$ cat config.mk
export PLATFORM = sky130hd
export DESIGN_NAME = norm_div_multi
export DESIGN_NICKNAME = d
export VERILOG_FILES = /design/src/rtl/norm_pkg.sv /design/src/rtl/norm_div_core.sv /design/src/rtl/norm_div_multi.sv
export SDC_FILE = /design/constraint.sdc
export NUM_CORES = 1
export LEC_CHECK = 0
export BUFFER_PORTS_ARGS = -buffer_cell sky130_fd_sc_hd__buf_2
export CAP_MARGIN = 40
export CORE_MARGIN = 1
export CORE_UTILIZATION = 40
export DETAILED_ROUTE_END_ITERATION = 16
export GPL_TIMING_DRIVEN = 0
export SETUP_SLACK_MARGIN = 0.02
export SLEW_MARGIN = 20
export SYNTH_ARGS = -nofsm -noshare
export SYNTH_HDL_FRONTEND = slang
export SYNTH_HIERARCHICAL = 1
export SYNTH_SLANG_ARGS = --single-unit
export TNS_END_PERCENT = 5
$ cat constraint.sdc
create_clock -name MHz10 -period 5.6 [get_ports MHz10]
set_input_delay 1.12 -clock MHz10 [delete_from_list [all_inputs] [get_ports MHz10]]
set_output_delay 1.12 -clock MHz10 [all_outputs]
set_load 0.1 [all_outputs]
$ cat src/rtl/norm_pkg.sv
// Shared state encoding, default input width and msb-index helper
// for the multi-channel normalising divider.
package norm_pkg;

    localparam int IN_W_DEF = 20;

    typedef enum logic [1:0] {
        IDLE,
        LOAD,
        DIVIDE,
        STORE
    } state_t;

    function automatic int msb_idx(input logic [31:0] v);
        int r;
        r = 0;
        for (int i = 0; i < 32; i++) begin
            if (v[i]) r = i;
        end
        return r;
    endfunction

endpackage

$ cat src/rtl/norm_div_core.sv
// Single-channel non-restoring divider, one quotient bit per step.
// The dividend register shifts left and collects quotient bits at its LSB.
module norm_div_core #(
    parameter int S  = 8,
    parameter int NB = 16
) (
    input  logic          clk,
    input  logic          rst,
    input  logic          en,
    input  logic          init,
    input  logic          step,
    input  logic [NB-1:0] dividend,
    input  logic [S-1:0]  divisor,
    output logic [NB-1:0] quot
);
    // |rem| < 2*divisor, so the shifted remainder needs S+3 signed bits
    localparam int RW = S + 3;

    logic [RW-1:0] rem;
    logic [RW-1:0] sh;
    logic [RW-1:0] nr;
    logic [S-1:0]  dsr;

    always_comb begin
        sh = {rem[RW-2:0], quot[NB-1]};
        nr = rem[RW-1] ? sh + RW'(dsr) : sh - RW'(dsr);
    end

    always_ff @(posedge clk) begin
        if (rst) begin
            quot <= '0;
            rem  <= '0;
            dsr  <= '0;
        end else if (en) begin
            if (init) begin
                quot <= dividend;
                rem  <= '0;
                dsr  <= divisor;
            end else if (step) begin
                quot <= {quot[NB-2:0], ~nr[RW-1]};
                rem  <= nr;
            end
        end
    end

endmodule

$ cat src/rtl/norm_div_multi.sv
// Time-multiplexed normalising divider over CH channels.
// Define NORM_DIV_ROUND_EN for round-half-up quotients (one extra step).
module norm_div_multi
    import norm_pkg::*;
#(
    parameter int CH   = 4,
    parameter int IN_W = IN_W_DEF,
    parameter int S    = 8,
    parameter int FRAC = 8
) (
    input  logic                 MHz10,
    input  logic                 rst,
    input  logic                 en,
    input  logic                 start,
    input  logic [CH*IN_W-1:0]   count_flat,
    input  logic [CH*IN_W-1:0]   max_flat,
    output logic [CH*(S+FRAC)-1:0] quot_flat,
    output logic [CH-1:0]        ovf,
    output logic [CH-1:0]        div0,
    output logic                 ready,
    output logic                 done
);
    localparam int QW = S + FRAC;
`ifdef NORM_DIV_ROUND_EN
    localparam int NB = QW + 1;
`else
    localparam int NB = QW;
`endif
    localparam int CW = (CH > 1) ? $clog2(CH) : 1;
    localparam int IW = $clog2(NB + 1);

    state_t              state;
    logic [CW-1:0]       ch;
    logic [IW-1:0]       it;
    logic                fin;
    logic                done_r;
    logic                byp_dz;
    logic                byp_ov;
    logic [CH*IN_W-1:0]  cnt_r;
    logic [CH*IN_W-1:0]  max_r;

    logic [IN_W-1:0]     cur_c;
    logic [IN_W-1:0]     cur_m;
    int                  top;
    logic [S-1:0]        cw;
    logic [S-1:0]        mw;
    logic                dz_c;
    logic                ov_c;
    logic [NB-1:0]       cq;
    logic [QW-1:0]       res;

    always_comb begin
        cur_c = cnt_r[ch*IN_W +: IN_W];
        cur_m = max_r[ch*IN_W +: IN_W];
        top   = msb_idx(32'(cur_m));
        if (top < S - 1) top = S - 1;
        cw    = S'(cur_c >> (top - S + 1));
        mw    = S'(cur_m >> (top - S + 1));
        dz_c  = (cur_m == '0);
        ov_c  = !dz_c && ((cur_c >> (top + 1)) != '0);
    end

`ifdef NORM_DIV_ROUND_EN
    logic [QW:0] rq;
    always_comb begin
        rq  = {1'b0, cq[NB-1:1]} + (QW+1)'(cq[0]);
        res = rq[QW] ? '1 : rq[QW-1:0];
    end
`else
    always_comb res = cq;
`endif

    norm_div_core #(
        .S  (S),
        .NB (NB)
    ) u_core (
        .clk      (MHz10),
        .rst      (rst),
        .en       (en),
        .init     (state == LOAD),
        .step     ((state == DIVIDE) && !byp_dz && !byp_ov),
        .dividend (NB'(cw) << (NB - S)),
        .divisor  (mw),
        .quot     (cq)
    );

    assign ready = (state == IDLE) && en && !fin && !done_r;
    assign done  = done_r && en;

    always_ff @(posedge MHz10) begin
        if (rst) begin
            state     <= IDLE;
            ch        <= '0;
            it        <= '0;
            fin       <= 1'b0;
            done_r    <= 1'b0;
            byp_dz    <= 1'b0;
            byp_ov    <= 1'b0;
            cnt_r     <= '0;
            max_r     <= '0;
            quot_flat <= '0;
            ovf       <= '0;
            div0      <= '0;
        end else if (en) begin
            done_r <= 1'b0;
            unique case (state)
                IDLE: begin
                    if (fin) begin
                        fin    <= 1'b0;
                        done_r <= 1'b1;
                    end else if (start && !done_r) begin
                        cnt_r <= count_flat;
                        max_r <= max_flat;
                        ch    <= '0;
                        state <= LOAD;
                    end
                end
                LOAD: begin
                    byp_dz <= dz_c;
                    byp_ov <= ov_c;
                    it     <= '0;
                    state  <= DIVIDE;
                end
                DIVIDE: begin
                    it <= it + 1'b1;
                    if (it == IW'(NB - 1)) state <= STORE;
                end
                STORE: begin
                    quot_flat[ch*QW +: QW] <= (byp_dz || byp_ov) ? '1 : res;
                    ovf[ch]  <= byp_ov;
                    div0[ch] <= byp_dz;
                    if (ch == CW'(CH - 1)) begin
                        state <= IDLE;
                        fin   <= 1'b1;
                    end else begin
                        ch    <= ch + 1'b1;
                        state <= LOAD;
                    end
                end
                default: state <= IDLE;
            endcase
        end
    end

endmodule
==> summary.txt <==
GRT
  – Initial antenna violation count: 0
  – Vias in the first global route: 12575
  – Largest net degree at the start of global routing: 14
  – GRT Total Usage: 23.8%
  – GRT overflow: 0
  – Global-route wire length before repair: 67500 µm

Route
  – WL/cell: 17.7 µm
  – Vias after detailed routing: 12978
  – Count of TritonRoute iterations in the first routing pass: 5
  – Vias per cell: 5.41
  – Drt drc: 0
  – Iter 0 DRT Violations: 923
  – Post-route ant nets: 0
  – Final wirelength: 42400 µm

Timing
  – Final min period: 5.22 ns
  – Final hold vios: 0
  – Max Slew Vio Count: 0
  – Max transition margin: 45.5%
  – Final TNS setup: 0 ns
  – RSZ-0062 raised after global routing: yes
  – Slew @ Worst Pin: 0.816 ns
  – PnR worst setup slack: 0.376 ns
  – Final period util: 93.3%
  – Final setup viols: 0
  – Clk_skew: 0.0126 ns
  – Fmax achieved: 0.191 GHz

Clock tree
  – Clock latency on the worst-skew pair: 0.52 ns
  – TritonCTS clock tree: built
  – Clock root buffer master: clkbuf_16
  – CTS H-tree lvls: 2
  – CTS Hold Bufs: 0
  – Clk buf depth: 3
  – CTS Sinks: 280
  – CTS clk-pin slew, worst paths: 0.06 ns
  – CTS buffer count: 34

Setup path
  – Crit Path Category: reg2reg
  – Critical R2R Launch: ch[1]
  – Worst setup EP type: register
  – Worst reg2reg endpoint: u_core/quot[10]
  – Required @ worst endpoint: 6.03 ns
  – Worst-path fanout max: 10
  – Register-to-register setup slack: 0.38 ns
  – Worst r2r path cells: 21
  – Arr. time, crit path: 5.66 ns
  – CP startpoint kind: register

Synthesis
  – Mapped Area: 0.0137 mm²
  – Yosys top cell area share: 40.8%
  – FFs w/ async S/R, synth: 0%
  – Area leader, netlist: dfxtp_1
  – Most common cell in the netlist: nand2_1
  – Ranking of synthesized cells by area: dfxtp_1, nand2_1, a21oi_1
  – Synth Flop Type: dfxtp_1
  – Post-synth top cells: nand2_1, dfxtp_1, a21oi_1
  – Synthesized flop and latch total: 280
  – Syn_area_per_cell: 8.38 µm²
  – Syn Inst Count: 1637
  – Seq/Total Area, Yosys: 40.8%
  – Yosys warns: 6
  – Distinct cells, synth: 72
  – Post-synth EDFFs: 0

Floorplanning
  – Die Y-Extent: 187 µm
  – I/O pin count: 238
  – Starting Density: 40.8%
  – FP Rows: 67
  – Core area: 0.0336 mm²
  – Die area: 0.0351 mm²
  – Die W: 187 µm

Pwr
  – Internal power: 0.00421 W
  – Clk pwr share: 37.6%
  – PwrDens: 369 mW/mm²
  – Sw frac: 32.3%
  – P_sw: 0.00201 W
  – P_leak: 6.71 nW
  – Sequential share of power: 34.4%
  – Power share of the combinational group: 28.0%
  – Peak supply drop: 0.163 mV

Layout
  – Share of cells above drive strength 1: 19.9%
  – Total Nets Final: 2120
  – P&R area growth vs syn: 22.6%
  – # fillers: 3307
  – FF+latch area: 0.00561 mm²
  – ANT cells: 0
  – Area taken by multi-input logic gates: 0.00759 mm²
  – Post-Layout Cell Count: 2397

Place
  – Placed Instances: 2333
  – Port Buf Inserts: 236
  – Pre-CTS setup slack: -0.545 ns
  – Dpl hpwl: 32300 µm
  – Gpl congestion: 0.909

Worst hold path
  – Hold Path End: div0[2]
  – Worst Hold Depth: 2
  – Hold Crit Start: div0[2]
  – HP Class: reg2reg

Run status
  – Status: completed

Run
  – Max-cap viol count: 0
power groups by stage:
| stage | Sequential [W] | Combinational [W] | Clock [W] |
|---|---|---|---|
| floorplan | 0.00216 | 0.00120 | 0 |
| global placement | 0.00218 | 0.00164 | 0 |
| detailed placement | 0.00218 | 0.00164 | 0 |
| CTS | 0.00214 | 0.00167 | 0.00238 |
| global route | 0.00215 | 0.00188 | 0.00246 |
| finish | 0.00214 | 0.00174 | 0.00234 |
area by class of cell:
type	instances	area share, %
Inverter	20	0.446
Timing Repair Buffer	247	7.56
Multi-Input combinational cell	1222	45.1
Clock inverter	15	1.34
Buffer	120	3.06
Clock buffer	45	5.79
Tap cell	448	3.33
Sequential cell	280	33.3
layer usage:
layer  part of all wire, %  vias to the layer above  GRT usage, %  wire length (µm)
met4                   2.2                        0          6.56               919
met5                     0                        -             0                 0
li1                      -                     6337             -                 -
met3                   5.4                       64          3.28              2290
met1                    46                     6161          32.4             19400
met2                    47                      416          39.4             19800
critical path: stages (launching register included):
cell	delay [ns]
dfxtp_2	0.43
clkbuf_4	0.26
buf_4	0.23
buf_4	0.25
mux4_2	0.39
nor2_1	0.23
o21ai_0	0.14
a211oi_1	0.28
nor3_1	0.09
o311ai_1	0.31
nand2_1	0.10
a21oi_1	0.12
o21ai_0	0.10
ha_2	0.40
clkbuf_1	0.42
clkbuf_1	0.48
nor2_1	0.10
nor2_1	0.10
o221ai_1	0.12
a21oi_1	0.26
mux2i_1	0.11
a211oi_1	0.22
logic make-up (layout without fill, tap and decap cells):
kind of cell               count (synthesis)  in the layout  share of synthesized area (%)
and+or+nand+nor                          640            640                           19.5
AOI/OAI and AO/OA                        408            408                           18.5
DFF                                      280            280                           40.8
buffers and inverters                    142            447                           4.28
muxes                                    118            118                           12.7
adders and majority gates                 31             31                           2.88
xor gates and xnor gates                  17             17                           1.28
other                                      1              8                         0.0273
flip-flops by register name, summed over array words and instances, names as in the netlist:
signal       count
byp_dz           1
byp_ov           1
ch               2
cnt_r           80
div0             4
done_r           1
fin              1
it               5
max_r           80
ovf              4
quot_flat       64
state            2
u_core/dsr       8
u_core/quot     16
u_core/rem      11
per-stage QoR:
stage	power [W]	util [%]	cell area [µm²]	hold WS [ns]
after floorplan	0.00336	-	13800	0.432
after global placement	0.00382	46.1	15500	0.439
after detailed placement	0.00383	46.2	15500	0.444
after CTS	0.00618	49.9	16800	0.452
after global routing	0.00649	50.0	16800	0.465
final	0.00621	50.0	16800	0.451
how the worst max path moves through the flow:
stage,startpoint,to,cells after the start
global placement,ch[1],u_core/quot[11],20
finish,ch[1],u_core/quot[10],21
CTS,ch[0],u_core/quot[11],18
floorplan,ch[0],u_core/quot[11],18
detailed placement,ch[1],u_core/quot[11],19
global route,ch[1],u_core/quot[10],21
timing repair:
item / 4_1_cts / 5_1_grt
endpoints found under the setup margin: 17 / 17
setup buffers: 1 / 5
gates resized for setup: 6 / 10
pin swaps: 1 / 4
cells in the final DEF (no fill, tap or decap), types with 8 or more instances in the layout:
| cell type | Yosys | final |
|---|---|---|
| a211oi_1 | 45 | 45 |
| a21oi_1 | 213 | 213 |
| a22oi_1 | 74 | 74 |
| buf_2 | 4 | 241 |
| buf_4 | 5 | 12 |
| clkbuf_1 | 104 | 102 |
| clkbuf_16 | 0 | 35 |
| conb_1 | 1 | 8 |
| dfxtp_1 | 280 | 278 |
| ha_1 | 30 | 28 |
| inv_1 | 20 | 20 |
| mux2i_1 | 68 | 67 |
| mux4_2 | 43 | 43 |
| nand2_1 | 388 | 388 |
| nand3_1 | 25 | 25 |
| nor2_1 | 143 | 143 |
| nor3_1 | 21 | 21 |
| o21a_1 | 8 | 8 |
| o21ai_0 | 16 | 16 |
| or3_1 | 19 | 19 |
| xor2_1 | 9 | 9 |
Power figures use the tool's default switching activity.
